===== src/rtl/register_pkg.sv =====
// Shared constants for the generic data register.
package register_pkg;

    // Default data width used when the register is instantiated without overrides.
    localparam int DATA_W = 32;

endpackage : register_pkg


===== src/rtl/register.sv =====
// Generic N-bit data register: captures data_i on a rising clock edge when
// enable_i is high, holds otherwise, and clears to RESET_VAL asynchronously
// while resetb_i is high. data_o is driven straight from the storage flops.
module register
    import register_pkg::*;
#(
    parameter int                 nb_bits   = DATA_W,
    parameter logic [nb_bits-1:0] RESET_VAL = '0
) (
    input  logic               clock_i,
    input  logic               resetb_i,
    input  logic [nb_bits-1:0] data_i,
    input  logic               enable_i,
    output logic [nb_bits-1:0] data_o
);

    // A zero-width register has no meaning; stop elaboration outright.
    if (nb_bits < 1) begin : g_width_check
        $fatal(1, "register: nb_bits must be >= 1 (got %0d)", nb_bits);
    end

    logic [nb_bits-1:0] data_d;
    logic [nb_bits-1:0] data_q;

    // Enable mux: take the new input when enabled, otherwise recirculate the stored value.
    always_comb begin
        data_d = enable_i ? data_i : data_q;
    end

    // Storage flops with asynchronous reset to RESET_VAL.
    // NOTE: sequential state uses non-blocking assignments so every flop samples
    // pre-edge values; the reset branch sits in the sensitivity list so the clear
    // takes effect immediately rather than at the next edge.
    always_ff @(posedge clock_i or posedge resetb_i) begin
        if (resetb_i) begin
            data_q <= RESET_VAL;
        end else begin
            data_q <= data_d;
        end
    end

    assign data_o = data_q;

`ifndef SYNTHESIS
    // While reset is held, the output must sit at the reset value.
    a_reset_value : assert property (@(posedge clock_i)
        resetb_i |-> (data_o == RESET_VAL))
        else $error("register: data_o != RESET_VAL while in reset");

    // An edge with enable low (out of reset on both edges) must leave data_o unchanged.
    a_hold : assert property (@(posedge clock_i)
        (!resetb_i && !$past(resetb_i) && !$past(enable_i)) |-> (data_o == $past(data_o)))
        else $error("register: data_o changed with enable_i low");

    // An edge with enable high (out of reset on both edges) must show the sampled input.
    a_capture : assert property (@(posedge clock_i)
        (!resetb_i && !$past(resetb_i) && $past(enable_i)) |-> (data_o == $past(data_i)))
        else $error("register: data_o does not match captured data_i");

    // enable_i must be a known value whenever it can cause a capture.
    a_enable_known : assert property (@(posedge clock_i)
        !resetb_i |-> !$isunknown(enable_i))
        else $error("register: enable_i is X/Z at a clock edge out of reset");
`endif

endmodule : register


===== config.mk =====
export PLATFORM = sky130hd
export DESIGN_NAME = register
export DESIGN_NICKNAME = d
export VERILOG_FILES = /design/src/rtl/register_pkg.sv /design/src/rtl/register.sv
export SDC_FILE = /design/constraint.sdc
export NUM_CORES = 1
export LEC_CHECK = 0
export BUFFER_PORTS_ARGS = -buffer_cell sky130_fd_sc_hd__buf_2
export CAP_MARGIN = 20
export CORE_UTILIZATION = 40
export DETAILED_ROUTE_END_ITERATION = 7
export GPL_ROUTABILITY_DRIVEN = 0
export HOLD_SLACK_MARGIN = 0.15
export PLACE_DENSITY_LB_ADDON = 0.2
export SLEW_MARGIN = 15
export SYNTH_ARGS = -nofsm -noshare
export SYNTH_HDL_FRONTEND = slang
export SYNTH_SLANG_ARGS = --single-unit

===== constraint.sdc =====
create_clock -name clock_i -period 0.8 [get_ports clock_i]
set_input_delay 0 -clock clock_i [delete_from_list [all_inputs] [get_ports clock_i]]
set_output_delay 0 -clock clock_i [all_outputs]
set_load 0.01 [all_outputs]

Word-level counts from Yosys, hierarchy flattened. Cells that the tools add are included.

Logic and storage cells: 1. Register bits after elaboration: 32. Bits of input ports: 35.

Longest topological paths before layout.
Depth after elaboration: 0. Mapped depth: 3.

Worst setup path before layout. No wires, ideal clock.

Path kind: flip-flop to flip-flop. From: register data_o[0] (netlist name). To: register data_q[0] (netlist: data_o[0]). Data arrival time: 654 ps. Buffers on the path: 0. Data required time: 675 ps. Cell stages (with the launch flop): 2. Library setup time: 125 ps. Period minus slack after synthesis: 779 ps. Setup slack: 21 ps. Path through: dfrtp_1 > mux2_4.

RTL lines: to (signal assigned) (line register.sv:38) `data_q <= data_d;`; to (decl) (line register.sv:23) `logic [nb_bits-1:0] data_q;`.

==> run summary <==
Synth unique cells -> 6
Gr busiest metal -> met2
Hold Buf Count CTS -> 33
Setup Skew -> 0 ps
Tmin final -> 912.4 ps
Vias in the first global route -> 1057
CTS sink cnt -> 32
CTS tree -> done
Outcome -> complete, but fails checks
DR vias/cell -> 4.360
Yosys top cell by area -> dfrtp_1
Setup-failing EPs final -> 38
Core Area -> 0.003128 mm^2
Finished layout cell area -> 0.002185 mm^2
Total Nets Final -> 215
Slack of the critical path -> -112.4 ps
Worst R2R Setup Slack -> -110 ps
# fillers -> 231
Failing checks -> negative setup slack
Max reg flops -> 32
Crit share post-route -> 1.141
Pin count of the biggest net entering global routing -> 33
Power Density -> 1814 mW/mm^2
Hold Vio Cnt, Final -> 0
Async SR Flop Fraction -> 1.000
Synthesized flop and latch total -> 32
Grt met1 use -> 0.2075
Total Routing Usage GR -> 0.1817
# DRC -> 0
Worst slew pin tran -> 171.9 ps
Worst flop-to-flop path startpoint -> data_o[21]$_DFFE_PP0P_
Worst-path maximum fanout -> 2
FF+latch area -> 800.8 um^2
Hold Path End -> data_o[29]$_DFFE_PP0P_
Worst EP required -> 1030 ps
WL per Instance -> 13.55 um
Diode count -> 0
Initial Utilization -> 0.4312
Cell Area, Placed -> 0.001723 mm^2
Area of the multi-input gates -> 473.0 um^2
Final WL -> 3048 um
Die area -> 0.003608 mm^2
I/O pin count -> 67
# H-tree levels -> 2
Post-synthesis sequential area ratio -> 0.5937
RSZ-0062 raised after global routing -> yes
Final core utilization -> 0.6984
M2 GR Usage -> 0.2952
Initial antenna violation count -> 0
Maxcap violations -> 0
Mapped cell area -> 0.001349 mm^2
Critical Path End Type -> flip-flop
DR vias -> 981
Gr ovfl total -> 0
Die height -> 60.07 um
Worst-Skew Late Latency -> 320 ps
Crit start category -> flip-flop
Count leader, synth -> dfrtp_1
# rows -> 20
Crit path DAT -> 1140 ps
Synth Instances -> 69
Num CTS Buffers -> 5
Yosys top cell area share -> 0.5937
VDD IR max -> 0.001696 V
Warnings from Yosys -> 0
Post-synth top flop -> dfrtp_1
Register-to-Register Path Depth -> 2
Commonest cells in the netlist -> dfrtp_1 (32), mux2_4 (30), buf_12 (3), mux2_2 (2)
Max Root-Sink Buffers -> 2
Worst Path Class, Setup -> flip-flop to flip-flop
Synthesized area per cell -> 19.55 um^2
Hold path start -> enable_i
Syn Nets -> 104
Met3 Usage GRT -> 0.07576
Min-delay worst type -> input pin to flip-flop
Worst flop-to-flop path endpoint -> data_o[21]$_DFFE_PP0P_
Hold path depth -> 3
Peak Freq -> 1096 MHz
Die width -> 60.07 um
Buffers on Ports -> 66
Post-synth EDFFs -> 0
Leakage -> 1.132 nW
Drt first pass iters -> 2
Share of layout cells above drive strength 1 -> 0.6354
Max_slew headroom -> 0.8854
Synth top area cells -> dfrtp_1 (59%), mux2_4 (33%), buf_12 (4.5%)
Detailed Route Iter0 Violations -> 47
Clock transition at path regs -> 110 ps
Area growth, synth to finish -> 61.97%
HPWL Detailed -> 1743 um
First-pass GRT wire length -> 4616 um
Root Buffer -> clkbuf_4
Final Total Pwr -> 3.964 mW
Slew Limit Fails -> 0
Post-DRT Antenna Nets -> 0
logic make-up (layout without fill, tap and decap cells):
group / Yosys count / after routing / synth area share
buffers and inverters: 5 / 117 / 0.05566
muxes: 32 / 32 / 0.3506
DFF: 32 / 32 / 0.5937
per-stage QoR:
| stage | hold slack, ps | instances | setup TNS [ps] | setup WS, ps |
|---|---|---|---|---|
| 6_report | 146.2 | 225 | -2548 | -112.4 |
| 4_1_cts | 126.8 | 219 | -2786 | -114.5 |
| 3_3_place_gp | 48.49 | 178 | 0 | 29.56 |
| 2_1_floorplan | 116.2 | 69 | 0 | 20.71 |
| 5_1_grt | 126.7 | 225 | -4501 | -143.7 |
| 3_5_place_dp | 53.95 | 178 | 0 | 9.188 |
cells in the final DEF (no fill, tap or decap), drive strengths merged:
master	count
dfrtp	32
mux2	32
inv	1
clkbuf	5
buf	75
clkinvlp	1
clkinv	1
bufinv	1
dlygate4sd3	33
critical path: stages, from the launching register on:
cell,delay (ps)
dfrtp_1,410
buf_4,140
mux2_4,260
report_power, final:
| part | switching (mW) | leakage [nW] | internal, mW | total [mW] |
|---|---|---|---|---|
| clock network | 0.551 | 0.0412 | 0.651 | 1.20 |
| registers | 0.0912 | 0.374 | 1.78 | 1.87 |
| logic | 0.319 | 0.717 | 0.573 | 0.891 |
how the worst max path moves through the flow:
stage | start | to | slack [ps] | cells past startpoint
final | data_o[21]$_DFFE_PP0P_ | data_o[21]$_DFFE_PP0P_ | -110 | 2
after floorplan | data_o[0]$_DFFE_PP0P_ | data_o[0]$_DFFE_PP0P_ | 20 | 1
after detailed placement | enable_i | data_o[9]$_DFFE_PP0P_ | 9 | 3
after global routing | data_o[21]$_DFFE_PP0P_ | data_o[21] | -140 | 1
after CTS | data_o[21]$_DFFE_PP0P_ | data_o[21] | -110 | 1
after global placement | enable_i | data_o[18]$_DFFE_PP0P_ | 30 | 3
layout make-up:
type | count | area share
clock buffer | 5 | 0.01718
clock inverter | 3 | 0.01947
inverter | 1 | 0.001718
timing repair buffer | 108 | 0.3534
tap | 44 | 0.02520
sequential | 32 | 0.3666
multi-input combinational | 32 | 0.2165
per-layer routing:
| metal | vias to the layer above | wire length [um] |
|---|---|---|
| li1 | 458 | - |
| met1 | 478 | 1201 |
| met2 | 41 | 1653 |
| met3 | 4 | 170 |
| met4 | 0 | 23 |
| met5 | - | 0 |
repair_timing:
item / in CTS / in global routing
endpoints found under the hold margin: 64 / 6
endpoints found under the setup margin: 32 / 33
buffers inserted: 0 / 6
cloned: 0 / 0
resized for setup: 0 / 1
Note: power is estimated with default switching activity, not from simulation.
